<file path="src/rtl/triangle_assemble.sv">
// Triangle setup: groups rasterized vertices into triangles, computes a screen-clipped bbox and
// twice the signed area, culls, and queues survivors in a FIFO. Optional macro: BACKFACE_CULL_EN.
module triangle_assemble #(
    parameter int FIFO_DEPTH = 4,
    parameter int CNT_W      = 16
) (
    input  logic               clk,
    input  logic               rst,
    input  logic [38:0]        rast_pt,
    input  logic               rast_pt_valid,
    input  logic               prim_restart,
    input  logic [11:0]        screen_w,
    input  logic [11:0]        screen_h,
    output logic               tri_valid,
    input  logic               tri_ready,
    output logic [38:0]        tri_v0,
    output logic [38:0]        tri_v1,
    output logic [38:0]        tri_v2,
    output logic [11:0]        tri_bb_min_x,
    output logic [11:0]        tri_bb_min_y,
    output logic [11:0]        tri_bb_max_x,
    output logic [11:0]        tri_bb_max_y,
    output logic signed [27:0] tri_area2,
    output logic               tri_drop,
    output logic [CNT_W-1:0]   cull_count,
    output logic [CNT_W-1:0]   drop_count
);
    localparam int PTR_W = $clog2(FIFO_DEPTH);

    typedef struct packed {
        logic [38:0] v0;
        logic [38:0] v1;
        logic [38:0] v2;
        logic [11:0] min_x;
        logic [11:0] min_y;
        logic [11:0] max_x;
        logic [11:0] max_y;
        logic [27:0] area2;
    } tri_entry_t;

    function automatic logic signed [13:0] sx14(input logic [12:0] a);
        return $signed({a[12], a});
    endfunction

    function automatic logic signed [27:0] sx28(input logic [13:0] a);
        return $signed({{14{a[13]}}, a});
    endfunction

    function automatic logic signed [12:0] smin(input logic signed [12:0] a, input logic signed [12:0] b);
        return (a < b) ? a : b;
    endfunction

    function automatic logic signed [12:0] smax(input logic signed [12:0] a, input logic signed [12:0] b);
        return (a > b) ? a : b;
    endfunction

    // ---------------- vertex assembly ----------------
    logic [1:0]  idx_q;
    logic [38:0] slot0_q, slot1_q;
    logic        asm_valid_q;
    logic [38:0] asm_v_q [3];

    always_ff @(posedge clk) begin
        if (rst) begin
            idx_q       <= 2'd0;
            asm_valid_q <= 1'b0;
            slot0_q     <= '0;
            slot1_q     <= '0;
        end else begin
            asm_valid_q <= 1'b0;
            if (prim_restart) begin
                // A vertex arriving with the restart starts the new primitive.
                idx_q <= rast_pt_valid ? 2'd1 : 2'd0;
                if (rast_pt_valid) slot0_q <= rast_pt;
            end else if (rast_pt_valid) begin
                case (idx_q)
                    2'd0: begin
                        slot0_q <= rast_pt;
                        idx_q   <= 2'd1;
                    end
                    2'd1: begin
                        slot1_q <= rast_pt;
                        idx_q   <= 2'd2;
                    end
                    default: begin
                        asm_valid_q <= 1'b1;
                        idx_q       <= 2'd0;
                    end
                endcase
            end
        end
    end

    always_ff @(posedge clk) begin
        if (!prim_restart && rast_pt_valid && idx_q == 2'd2) begin
            asm_v_q[0] <= slot0_q;
            asm_v_q[1] <= slot1_q;
            asm_v_q[2] <= rast_pt;
        end
    end

    // ---------------- S1: edge vectors and raw extents ----------------
    logic signed [12:0] px [3];
    logic signed [12:0] py [3];

    genvar gi;
    generate
        for (gi = 0; gi < 3; gi++) begin : g_unpack
            assign px[gi] = asm_v_q[gi][12:0];
            assign py[gi] = asm_v_q[gi][25:13];
        end
    endgenerate

    logic               s1_valid_q;
    logic [38:0]        s1_v_q [3];
    logic signed [13:0] s1_dx1_q, s1_dy1_q, s1_dx2_q, s1_dy2_q;
    logic signed [12:0] s1_minx_q, s1_maxx_q, s1_miny_q, s1_maxy_q;

    always_ff @(posedge clk) begin
        if (rst) s1_valid_q <= 1'b0;
        else     s1_valid_q <= asm_valid_q;
    end

    always_ff @(posedge clk) begin
        s1_v_q    <= asm_v_q;
        s1_dx1_q  <= sx14(px[1]) - sx14(px[0]);
        s1_dy1_q  <= sx14(py[1]) - sx14(py[0]);
        s1_dx2_q  <= sx14(px[2]) - sx14(px[0]);
        s1_dy2_q  <= sx14(py[2]) - sx14(py[0]);
        s1_minx_q <= smin(smin(px[0], px[1]), px[2]);
        s1_maxx_q <= smax(smax(px[0], px[1]), px[2]);
        s1_miny_q <= smin(smin(py[0], py[1]), py[2]);
        s1_maxy_q <= smax(smax(py[0], py[1]), py[2]);
    end

    // ---------------- S2: area, clip, cull ----------------
    logic signed [27:0] area_d;
    logic signed [13:0] dimx_m1, dimy_m1, cminx, cmaxx, cminy, cmaxy;
    logic               neg_w, cull_d;
    tri_entry_t         s2_entry_d;

    always_comb begin
        area_d  = sx28(s1_dx1_q) * sx28(s1_dy2_q) - sx28(s1_dx2_q) * sx28(s1_dy1_q);
        dimx_m1 = $signed({2'b00, screen_w}) - 14'sd1;
        dimy_m1 = $signed({2'b00, screen_h}) - 14'sd1;
        cminx   = s1_minx_q[12] ? 14'sd0 : sx14(s1_minx_q);
        cminy   = s1_miny_q[12] ? 14'sd0 : sx14(s1_miny_q);
        cmaxx   = (sx14(s1_maxx_q) > dimx_m1) ? dimx_m1 : sx14(s1_maxx_q);
        cmaxy   = (sx14(s1_maxy_q) > dimy_m1) ? dimy_m1 : sx14(s1_maxy_q);
        neg_w   = area_d[27];
        cull_d  = (area_d == 28'sd0) || (cminx > cmaxx) || (cminy > cmaxy);
`ifdef BACKFACE_CULL_EN
        cull_d  = cull_d || neg_w;
`endif
        // Negative winding is flipped so the consumer always sees positive area.
        s2_entry_d.v0    = s1_v_q[0];
        s2_entry_d.v1    = neg_w ? s1_v_q[2] : s1_v_q[1];
        s2_entry_d.v2    = neg_w ? s1_v_q[1] : s1_v_q[2];
        s2_entry_d.min_x = cminx[11:0];
        s2_entry_d.min_y = cminy[11:0];
        s2_entry_d.max_x = cmaxx[11:0];
        s2_entry_d.max_y = cmaxy[11:0];
        s2_entry_d.area2 = neg_w ? -area_d : area_d;
    end

    logic       s2_valid_q, s2_cull_q;
    tri_entry_t s2_entry_q;

    always_ff @(posedge clk) begin
        if (rst) begin
            s2_valid_q <= 1'b0;
            s2_cull_q  <= 1'b0;
        end else begin
            s2_valid_q <= s1_valid_q;
            s2_cull_q  <= cull_d;
        end
    end

    always_ff @(posedge clk) begin
        s2_entry_q <= s2_entry_d;
    end

    // ---------------- output FIFO and counters ----------------
    tri_entry_t     mem_q [FIFO_DEPTH];
    logic [PTR_W:0] wr_ptr_q, rd_ptr_q, fill_w;
    logic           full_w, pop_w, push_w, drop_w, cull_w;
    logic           tri_drop_q;
    logic [CNT_W-1:0] cull_cnt_q, drop_cnt_q;

    assign fill_w    = wr_ptr_q - rd_ptr_q;
    assign full_w    = (fill_w == (PTR_W+1)'(FIFO_DEPTH));
    assign tri_valid = (wr_ptr_q != rd_ptr_q);
    assign pop_w     = tri_valid && tri_ready;
    assign cull_w    = s2_valid_q && s2_cull_q;
    // A same-cycle pop frees the slot before the enqueue is judged.
    assign push_w    = s2_valid_q && !s2_cull_q && (!full_w || pop_w);
    assign drop_w    = s2_valid_q && !s2_cull_q && full_w && !pop_w;

    always_ff @(posedge clk) begin
        if (rst) begin
            wr_ptr_q   <= '0;
            rd_ptr_q   <= '0;
            tri_drop_q <= 1'b0;
            cull_cnt_q <= '0;
            drop_cnt_q <= '0;
        end else begin
            if (push_w) wr_ptr_q <= wr_ptr_q + 1'b1;
            if (pop_w)  rd_ptr_q <= rd_ptr_q + 1'b1;
            tri_drop_q <= drop_w;
            if (cull_w && cull_cnt_q != '1) cull_cnt_q <= cull_cnt_q + 1'b1;
            if (drop_w && drop_cnt_q != '1) drop_cnt_q <= drop_cnt_q + 1'b1;
        end
    end

    always_ff @(posedge clk) begin
        if (push_w) mem_q[wr_ptr_q[PTR_W-1:0]] <= s2_entry_q;
    end

    tri_entry_t head_w;
    assign head_w = tri_valid ? mem_q[rd_ptr_q[PTR_W-1:0]] : '0;

    assign tri_v0       = head_w.v0;
    assign tri_v1       = head_w.v1;
    assign tri_v2       = head_w.v2;
    assign tri_bb_min_x = head_w.min_x;
    assign tri_bb_min_y = head_w.min_y;
    assign tri_bb_max_x = head_w.max_x;
    assign tri_bb_max_y = head_w.max_y;
    assign tri_area2    = $signed(head_w.area2);
    assign tri_drop     = tri_drop_q;
    assign cull_count   = cull_cnt_q;
    assign drop_count   = drop_cnt_q;

endmodule

</file>
<file path="config.mk">
export PLATFORM = sky130hd
export DESIGN_NAME = triangle_assemble
export DESIGN_NICKNAME = d
export VERILOG_FILES = /design/src/rtl/triangle_assemble.sv
export SDC_FILE = /design/constraint.sdc
export NUM_CORES = 2
export LEC_CHECK = 0
export CORE_MARGIN = 5
export CORE_UTILIZATION = 49
export CTS_BUF_LIST = sky130_fd_sc_hd__clkbuf_16
export DETAILED_ROUTE_END_ITERATION = 6
export MAX_ROUTING_LAYER = met4
export PLACE_DENSITY = 0.65
export SLEW_MARGIN = 15
export SYNTH_ARGS = -nofsm -noshare
export SYNTH_HDL_FRONTEND = slang
export SYNTH_SLANG_ARGS = --single-unit
export TNS_END_PERCENT = 50
</file>
<file path="constraint.sdc">
create_clock -name clk -period 10.33 [get_ports clk]
set_input_delay 2.066 -clock clk [delete_from_list [all_inputs] [get_ports clk]]
set_output_delay 2.066 -clock clk [all_outputs]
set_load 0.02 [all_outputs]
</file>
# [Yosys cells after proc, flatten, opt, wreduce, memory -nomap -nowiden]
# Memory sizes are Yosys's and may differ from the RTL's. A register that Yosys moved wholly into a read port is not among the register bits.
# Cells that the tools add are included.
[op_classes] n_bitwise=2 mul=2 reduce_logical=25 muxes=29 order_cmp=12 n_eq_ne=6 addsub=13
[ops] operator="39-bit two-way mux" count=6
[ops] operator="193-bit two-way mux" count=1
[ops] operator="13-bit two-way mux" count=8
[ops] operator="13-bit > comparator" count=6
[ops] operator="14-bit by 14-bit multiplier with 28-bit output" count=2
[ops] operator="13-bit by 13-bit subtractor with 14-bit output" count=4
[ops] operator="13-bit < comparator" count=4
[ops] operator="16-bit by 1-bit adder with 16-bit output, second input constant" count=2
[ops] operator="16-bit inequality test, second input constant" count=2
[ops] operator="13-bit by 14-bit > comparator with 1-bit output" count=2
[ops] operator="28-bit zero test" count=1
[ops] operator="14-bit two-way mux" count=2
[ops] operator="28-bit negation" count=1
[ops] operator="28-bit subtractor" count=1
[ops] operator="27-bit two-way mux" count=1
[ops] operator="12-bit by 1-bit subtractor with 13-bit output, second input constant" count=2
[ops] operator="12-bit two-way mux" count=2
[ops] operator="1-bit logical AND" count=10
[ops] operator="2-bit two-way mux" count=4
[ops] operator="3-bit by 1-bit adder with 3-bit output, second input constant" count=2
[ops] operator="1-bit zero test" count=4
[ops] operator="1-bit two-way mux" count=4
[ops] operator="2-bit one-hot mux with 2 select lines" count=1
[ops] operator="2-bit nonzero test" count=2
[ops] operator="12 further kinds" count=15
[word_totals] ramBits=772 wordCells=125 output_inout_bits=227 register_bits=658 inputBits=68 memories=1
[mem_list] memory="mem_q" words=4 word_bits=193 read_ports=1 rd_clocked_by_memory_dff=1 write_ports=1 line="184" text="tri_entry_t mem_q [FIFO_DEPTH];"

# [Logic depth before layout (Yosys ltp)]
[depth] ltp_word=7 ltp_mapped=29 ltp_nobuf=27

# [Worst setup path after synthesis]
# Ideal clock, no wire load.
[synth_path] path_kind="flip-flop to flip-flop" startpoint="register s1_dx2_q[13]" endpoint="register s2_entry_q[102] in the netlist's numbering" period_less_slack_ps=7979 setup_slack_ps=2351 stages_incl_launch_ff=26 t_required_ps=10209 n_path_buf=3 arrival_ps=7858 setup_time_ps=121 path_cell_list="dfxtp_1 -> clkbuf_1 -> nand2_1 -> fa_1 -> inv_1 -> fa_1 -> fa_1 -> fa_1 -> inv_1 -> fa_1 -> fa_1 -> fa_1 -> inv_1 -> fa_1 -> inv_1 -> ha_1 -> nand2_1 -> or4_4 -> or3_1 -> o211ai_1 -> o211ai_1 -> o21ai_1 -> xnor2_1 -> buf_2 -> buf_4 -> mux2_2"
[synth_lines] element="start: declaration" line="116" text="logic signed [13:0] s1_dx1_q, s1_dy1_q, s1_dx2_q, s1_dy2_q;"
[synth_lines] element="start signal: assignment" line="128" text="s1_dx2_q <= sx14(px[2]) - sx14(px[0]);"
[synth_lines] element="end signal: assignment" line="180" text="s2_entry_q <= s2_entry_d;"
[synth_lines] element="end: declaration" line="167" text="tri_entry_t s2_entry_q;"

==> results.toml <==
[detailed_routing]
final_antenna_net_count = 0
drt_wl_total_microns = 159000
drcViolationCount = 0
vias = 39200
drt_iter0_drc = 2655
routed_via_density = 5.28
drt_pass1_iterations = 5
wl_per_cell_microns = 21.4

[layout]
nets = 6198
drive_above_1_share = 0.113
finalNonFillerCells = 7426
nFillCells = 11500
layout_commonest_cell = "edfxtp_1"
syn_to_final_growth_pct = 13.9
design_area_sq_mm = 0.0789
final_cell_mix = "edfxtp_1, inv_1, dfxtp_1"

[synthesis]
synth_edf_count = 889
yosysSeqAreaShare = 0.542
synth_seq_cells = 1432
synthArstFlopShare = 0
syn_avg_cell_area_sq_um = 13.6
synthFlopType = "edfxtp_1"
syn-cell-area_sq_mm = 0.0693
yosys_warnings = 0
synth_fp_nets = 5905
netlist_instances = 5114
synth_cell_type_count = 71

[clocking]
cts_max_level = 4
clockBufferDepth = 3
clk_latency_ps = 780
ctsResizeCount = 0
tritoncts = "yes"
clk_pin_slew_ps = 60
cts_inserted_buffers = 144
hold_buffers = 0
cts_setup_buffers = 0
cts_num_sinks = 1432
root_buffer = "clkbuf_16"

[sta]
clock.fmax_mhz = 114
hold_viol = 0
fin_skew_ps = 32.3
finalSetupViolCount = 0
rsz0062_at_grt = "false"
maxSlewHeadroom = 0.113
fin_crit_ps = 8750
slew_violations = 0
period_share = 0.847
whs_ps = 321
tightest_slew_ps = 1330
setup-tns-final_ps = 0

[place]
placedCellCount = 7150
dpl_cell_area_sq_mm = 0.0743
gp_congestion = 0.895
place_hpwl_microns = 112000
port_buffers = 294

[flow_run]
drv_cap = 0

[floorplanning]
dieArea_sq_mm = 0.149
io-pin-count = 295
core_sq_mm = 0.141
fp.dieH_microns = 386
initial_core_util = 0.491
fp.dieW_microns = 386
row_count = 138

[critical_path]
critPathRequiredTime_ps = 10980
path_max_fanout = 106
critical_path_class = "flip-flop to flip-flop"
end_kind = "flip-flop"
crit_path_start_kind = "flip-flop"
worstPathArrival_ps = 9400

[global_route]
overflow = 0
antenna_found_initial = 11
grt_start_max_net_pins = 132
grt_pass1_wl_microns = 244000
gr-usage-all-layers = 0.224
grt_pass1_vias = 40600

[outcome]
outcome = "finished, final reports clean"

[power]
ir_drop_v = 0.00274
p_per_area_mw_per_mm2 = 316
fin_total_pwr_uw = 24900
leakagePower_uw = 0.0303

[worst_hold_path]
hold_class = "flip-flop to flip-flop"
[state kept, by name, summed over array words and instances, names as in the netlist, 16 cells and up, named ones only]
name,count
mem_q,772
s2_entry_q,193
slot0_q,39
asm_v_q,117
slot1_q,39
cull_count,16
s1_v_q,117
drop_count,16
[worst max-delay path, stage by stage, from the launching register on]
cell and delay (ps):
dfxtp_1 640, nand2_1 230, fa_1 650, inv_1 350
fa_1 500, fa_1 470, fa_1 520, inv_1 60
fa_1 540, fa_1 420, fa_1 520, inv_1 60
fa_1 490, inv_1 40, ha_1 360, nand2_1 70
or4_4 540, or3_1 380, o211ai_1 180, o211ai_1 160
o21ai_1 240, xnor2_2 160, buf_12 440, mux2_2 410
[through the flow]
step,util,setup WS (ps)
2_1_floorplan,-,2350
4_1_cts,0.559,1620
3_5_place_dp,0.527,1640
5_1_grt,0.560,1130
3_3_place_gp,0.527,1700
6_report,0.560,1580
[synthesized netlist by cell type, drive strengths merged (4+ instances only)]
cell	count	area share
a21o	37	0.0040
and3	18	0.0016
o22ai	5	0.00045
mux2	155	0.025
nand2	416	0.023
nor2b	67	0.0060
a21oi	168	0.012
nor2	157	0.0085
ha	280	0.051
a311oi	5	0.00063
nand4	26	0.0023
o211ai	11	0.0012
or3	12	0.0011
and2	418	0.038
buf	42	0.0027
a2111oi	6	0.00085
nand2b	19	0.0017
o21ai	89	0.0064
a21boi	11	0.0012
xor2	67	0.0085
o21a	22	0.0024
a211oi	7	0.00083
edfxtp	889	0.39
mux4	193	0.063
a31oi	16	0.0014
nand3	33	0.0024
o2111ai	5	0.00063
inv	614	0.033
mux2i	11	0.0016
and4	4	0.00051
nor4	8	0.00072
dfxtp	543	0.16
clkbuf	141	0.0076
o41ai	7	0.00099
o311ai	4	0.00051
or2	4	0.00036
nor3	36	0.0026
fa	443	0.13
xnor2	87	0.011
[path summary, 6_finish.rpt]
check / from / slack (ps) / depth (start not counted) / endpoint
max: s1_dx2_q[13] / 1580 / 23 / s2_entry_q[97]
min: s1_v_q[91] / 320 / 0 / s2_entry_q[167]
max reg2reg: s1_dx2_q[13] / 1580 / 23 / s2_entry_q[97]
min reg2reg: s1_v_q[91] / 320 / 0 / s2_entry_q[167]
[cells by family after synthesis]
family          count (synthesis)  synth area share
flops                        1432             0.542
simple gates                 1233            0.0901
xor+xnor                      154            0.0195
buf+inv                       798            0.0437
compound gates                415            0.0366
fa+ha+maj                     723             0.179
mux                           359            0.0895
[layer usage]
| metal | track usage | vias up | share of wire |
|---|---|---|---|
| met4 | 0.0652 | 0 | 0.028 |
| met2 | 0.358 | 939 | 0.49 |
| met3 | 0.0392 | 235 | 0.054 |
| met5 | - | - | 0 |
| li1 | - | 18100 | - |
| met1 | 0.297 | 20000 | 0.43 |
[where the power goes]
| group | total [uW] | leakage [uW] | internal [uW] | switching, uW |
|---|---|---|---|---|
| logic | 12800 | 0.0154 | 5770 | 7030 |
| clock network | 5030 | 0.00240 | 2860 | 2170 |
| registers | 7120 | 0.0125 | 6850 | 270 |
| total | 24900 | 0.0303 | 15500 | 9480 |
[cell type report]
cell class	instances	area, sq um	share of cell area
clock inverter	117	878	0.0111
multi-input combinational	2884	28800	0.365
antenna	9	22.5	0.000285
clock buffer	149	3730	0.0472
inverter	615	2310	0.0292
timing repair buffer	330	3290	0.0416
sequential	1432	37600	0.476
tap	1890	2360	0.0300
No activity file was read; power rests on OpenSTA's default activity.
